--- src/rtl/cpu_pkg.sv ---
// Shared CPU word/opcode sizing and the memory-mapped I/O addresses at the top
// of the data address space.
package cpu_pkg;

    localparam int unsigned WORD_W    = 8;
    localparam int unsigned OP_W      = 3;
    localparam int unsigned SW_ADDR   = 2**(WORD_W - OP_W) - 1;
    localparam int unsigned DISP_ADDR = 2**(WORD_W - OP_W) - 2;

endpackage

--- src/rtl/switch_input_sync2.sv ---
// Two-flop synchroniser for a vector of asynchronous levels.
module sync2 #(
    parameter int unsigned W = 1
) (
    input  logic         clock,
    input  logic         n_reset,
    input  logic [W-1:0] d,
    output logic [W-1:0] q
);

    logic [W-1:0] s1;

    always_ff @(posedge clock or negedge n_reset) begin
        if (!n_reset) begin
            s1 <= '0;
            q  <= '0;
        end else begin
            s1 <= d;
            q  <= s1;
        end
    end

endmodule

--- src/rtl/switch_input.sv ---
// Slide-switch conditioner: synchronise, debounce the whole word, hold a stable
// copy on Sdata and flag new/overrun data for the CPU read path.
module switch_input #(
    parameter int unsigned WORD_W    = cpu_pkg::WORD_W,
    parameter int unsigned OP_W      = cpu_pkg::OP_W,
    parameter int unsigned DB_CYCLES = 50000,
    parameter int unsigned CNT_W     = $clog2(DB_CYCLES)
) (
    input  logic              clock,
    input  logic              n_reset,
    input  logic [WORD_W-1:0] switches,
    input  logic              rd,
    output logic [WORD_W-1:0] Sdata,
    output logic              new_data,
    output logic              overrun
);

    localparam logic [CNT_W-1:0] CNT_MAX = CNT_W'(DB_CYCLES - 1);

    if (DB_CYCLES < 2 || WORD_W <= OP_W) begin : g_param_check
        $error("switch_input: DB_CYCLES must be >= 2 and WORD_W must exceed OP_W");
    end

    logic [WORD_W-1:0] s2;
    logic [WORD_W-1:0] cand;
    logic [CNT_W-1:0]  cnt;
    logic              accept;

    sync2 #(.W(WORD_W)) u_sync (
        .clock   (clock),
        .n_reset (n_reset),
        .d       (switches),
        .q       (s2)
    );

    // Accept only once the count has saturated on an unchanged candidate that
    // differs from what is already published.
    always_comb begin
        accept = (s2 == cand) && (cnt == CNT_MAX) && (cand != Sdata);
    end

    always_ff @(posedge clock or negedge n_reset) begin
        if (!n_reset) begin
            cand  <= '0;
            cnt   <= '0;
            Sdata <= '0;
        end else begin
            if (s2 != cand) begin
                cand <= s2;
                cnt  <= '0;
            end else if (cnt < CNT_MAX) begin
                cnt <= cnt + 1'b1;
            end
            if (accept) begin
                Sdata <= cand;
            end
        end
    end

    // A same-cycle accept beats the read so fresh data is never lost.
    always_ff @(posedge clock or negedge n_reset) begin
        if (!n_reset) begin
            new_data <= 1'b0;
            overrun  <= 1'b0;
        end else if (accept) begin
            new_data <= 1'b1;
            if (new_data) begin
                overrun <= 1'b1;
            end
        end else if (rd) begin
            new_data <= 1'b0;
            overrun  <= 1'b0;
        end
    end

endmodule

--- config.mk ---
export PLATFORM = sky130hd
export DESIGN_NAME = switch_input
export DESIGN_NICKNAME = d
export VERILOG_FILES = /design/src/rtl/cpu_pkg.sv /design/src/rtl/switch_input_sync2.sv /design/src/rtl/switch_input.sv
export SDC_FILE = /design/constraint.sdc
export NUM_CORES = 1
export LEC_CHECK = 0
export CORE_ASPECT_RATIO = 2
export CORE_MARGIN = 2
export CORE_UTILIZATION = 51
export CTS_CLUSTER_SIZE = 40
export DETAILED_ROUTE_END_ITERATION = 12
export PLACE_DENSITY = 0.74
export SETUP_SLACK_MARGIN = 0.4
export SLEW_MARGIN = 10
export SYNTH_ARGS = -nofsm -noshare
export SYNTH_HDL_FRONTEND = slang
export SYNTH_SLANG_ARGS = --single-unit
export TNS_END_PERCENT = 30
--- constraint.sdc ---
create_clock -name clock -period 6 [get_ports clock]
set_input_delay 0.6 -clock clock [delete_from_list [all_inputs] [get_ports clock]]
set_output_delay 0.6 -clock clock [all_outputs]
set_load 0.005 [all_outputs]
==> flow_summary_export.csv <==
group,metric,value,unit
worst_setup_path,worst_r2r_endpoint,"Sdata[4]",
clock_tree,post-cts-setup-buffer-count,0,
floorplanning,ios,21,
worst_setup_path,r2r_cells,4,
worst_setup_path,arrival,2610,ps
placed_design,portBuffers,20,
power,powerDensity,251.2,nW/um^2
route,antenna_left,0,
floorplanning,dieArea,4625,sq um
grt,grt-ovfl-total,0,
worst_setup_path,crit_fanout,11,
cells_and_area,area_delta_synth_final,14.96,%
power,total_leakage_power,0.0009722,uW
floorplanning,core-area,3884,sq um
placed_design,globalplace.congestion,0.8815,
grt,grt_usage,20.44,%
worst_setup_path,reg2reg_from,"cand[7]",
synthesis,synth-main-ff-cell,"dfrtp_1",
worst_hold_path,hp-class,"reg -> reg",
synthesis,yosys-top-cells-count,"50 x dfrtp_1, 13 x xor2_1, 12 x nor2_1",
clock_tree,hold_buffers,0,
clock_tree,cts.sinks,50,
worst_setup_path,rrSetupSlack,3580,ps
worst_setup_path,end_kind,"flop",
route,dr.pass1.iters,4,
sta,slew_headroom,29.27,%
synthesis,yosysTopAreaCell,"dfrtp_1",
cells_and_area,fillers,320,
grt,grt_pass1_vias,1427,
sta,setup_viol,0,
sta,hold_violations,0,
worst_hold_path,min-delay-start,"u_sync.s1[1]",
placed_design,placed_cells,230,
cells_and_area,seqCellArea,1251,sq um
synthesis,syn_area_per_cell,12.13,sq um
synthesis,syn-num-nets,183,
sta,period_share,40.41,%
synthesis,ys_seq_area_share,60.31,%
outcome,status,"complete, no violations",
synthesis,yosysTopAreaCellShare,60.31,%
cells_and_area,nets,198,
route,drt-total-wl,4125,um
synthesis,yosysWarnings,0,
sta,slew_viol_final,0,
synthesis,syn-cell-area,2074,sq um
placed_design,dp_hpwl,3037,um
synthesis,synth-edff-count,0,
worst_hold_path,worstHoldPathCells,0,
grt,grt_max_degree,51,
clock_tree,clockRootBuffer,"clkbuf_8",
synthesis,synthTopCellsByArea,"dfrtp_1 60%, xor2_1 5.5%, mux2_2 4.3%, xnor2_1 4.2%, nor2_1 2.2%",
sta,rsz0062_at_grt,"false",
sta,finalClockSkew,6.946,ps
floorplanning,placementRows,32,
synthesis,synthArstFlopShare,100.0,%
power,peakVddDrop,0.0001712,V
route,viasPerCell,5.639,
sta,worst_pin_slew,1061,ps
route,drtIter0Drc,20,
grt,antenna_found_initial,0,
clock_tree,clockBufferDepth,2,
synthesis,synthCells,171,
job,cap_violations,0,
sta,final.setup.tns,0,ps
synthesis,synth.distinct_cells,32,
clock_tree,clock_latency,300,ps
floorplanning,initial_utilization,53.41,%
clock_tree,cts_tree,"built",
worst_setup_path,required,6180,ps
cells_and_area,layout-drive-gt1-share,10.16,%
clock_tree,cts_resized,0,
synthesis,synth.most_common_cell,"dfrtp_1",
worst_setup_path,crit_type,"reg -> reg",
grt,grt_pass1_wl,6768,um
route,wl_per_cell,17.33,um
sta,fin_hold_ws,351.5,ps
floorplanning,die_w,49.10,um
sta,period_needed,2424,ps
floorplanning,die_h,94.20,um
route,via_count,1342,
cells_and_area,finalNonFillerCells,238,
cells_and_area,multi_input_area,745.7,sq um
clock_tree,path_clk_slew,90,ps
synthesis,synth_seq_cells,50,
clock_tree,htreeDepth,2,
cells_and_area,antennaDiodeCount,0,
sta,fmax,0.4125,GHz
clock_tree,cts_buffers,5,
worst_setup_path,start_kind,"flop",
route,drc_errors,0,
worst_hold_path,holdPathEnd,"u_sync.q[1]",
-- where the power goes --
part | switching (uW) | internal [uW]
registers | 6.33 | 345
clock network | 103 | 125
logic | 11.0 | 9.66
total | 120 | 479
-- sequential cells by signal, indices dropped and copies added, names as in the netlist --
register   flops
overrun        1
new_data       1
cnt           16
u_sync.s1      8
Sdata          8
cand           8
u_sync.q       8
-- final cells by class --
cell class,count,share of cell area (%)
Multi-Input combinational cell,103,31.27
Timing Repair Buffer,20,8.185
Clock inverter,1,1.259
Clock buffer,7,3.200
Sequential cell,50,52.47
Tap cell,51,2.676
Inverter,6,0.9444
-- through the flow --
step                worst slack [ps]  area, sq um  util, %  power [uW]
floorplan                       4004         2074        -       364.1
global route                    3385         2385    61.40       622.9
global placement                3743         2278    58.67       377.2
CTS                             3508         2385    61.40       605.0
finish                          3576         2385    61.40       599.1
detailed placement              3613         2278    58.67       379.2
-- logic make-up (layout without fill, tap and decap cells) --
kind of cell | count (synthesis) | count (layout) | share of synthesized area, %
AOI/OAI and AO/OA | 27 | 27 | 9.469
xor gates and xnor gates | 23 | 23 | 9.710
DFF | 50 | 50 | 60.31
muxes | 9 | 9 | 4.825
buffers and inverters | 18 | 34 | 3.739
adders and majority gates | 1 | 1 | 0.6030
and+or+nand+nor | 43 | 43 | 11.34
-- routing by layer --
layer  GRT usage (%)  wire, um  vias up  part of all wire [%]
met5               0         0        -                     0
met4           13.57       138        0                   3.3
met3           3.822        96       11                   2.3
met2           39.64      2505       31                    61
met1           18.12      1385      677                    34
li1                -         -      623                     -
-- critical path, cell delays in order (launching register included) --
cell	delay, ps
dfrtp_1	430
xor2_1	170
nor4_1	560
o2111ai_1	660
mux2_2	480
-- worst max path at each step --
stage | to | slack (ps) | startpoint
global placement | Sdata[0] | 3740 | cand[0]
detailed placement | Sdata[2] | 3610 | cand[0]
global route | Sdata[4] | 3380 | cand[7]
floorplan | cnt[12] | 4000 | cnt[0]
finish | Sdata[4] | 3580 | cand[7]
CTS | Sdata[4] | 3510 | cand[0]
-- layout by cell type (no fill, tap or decap), types with 2 or more instances in the layout --
| cell | n |
|---|---|
| nor4_1 | 3 |
| o2111ai_1 | 2 |
| clkbuf_1 | 2 |
| dfrtp_1 | 50 |
| nand2_1 | 7 |
| xor2_1 | 13 |
| nand4_1 | 6 |
| o21ai_0 | 5 |
| and3_1 | 2 |
| clkbuf_8 | 5 |
| inv_1 | 6 |
| nor2_1 | 12 |
| or3_1 | 6 |
| o211ai_1 | 3 |
| clkdlybuf4s50_1 | 19 |
| o31ai_1 | 3 |
| or4_1 | 3 |
| mux2_2 | 8 |
| a21oi_1 | 8 |
| xnor2_1 | 10 |
(Power assumes the default switching activity.)
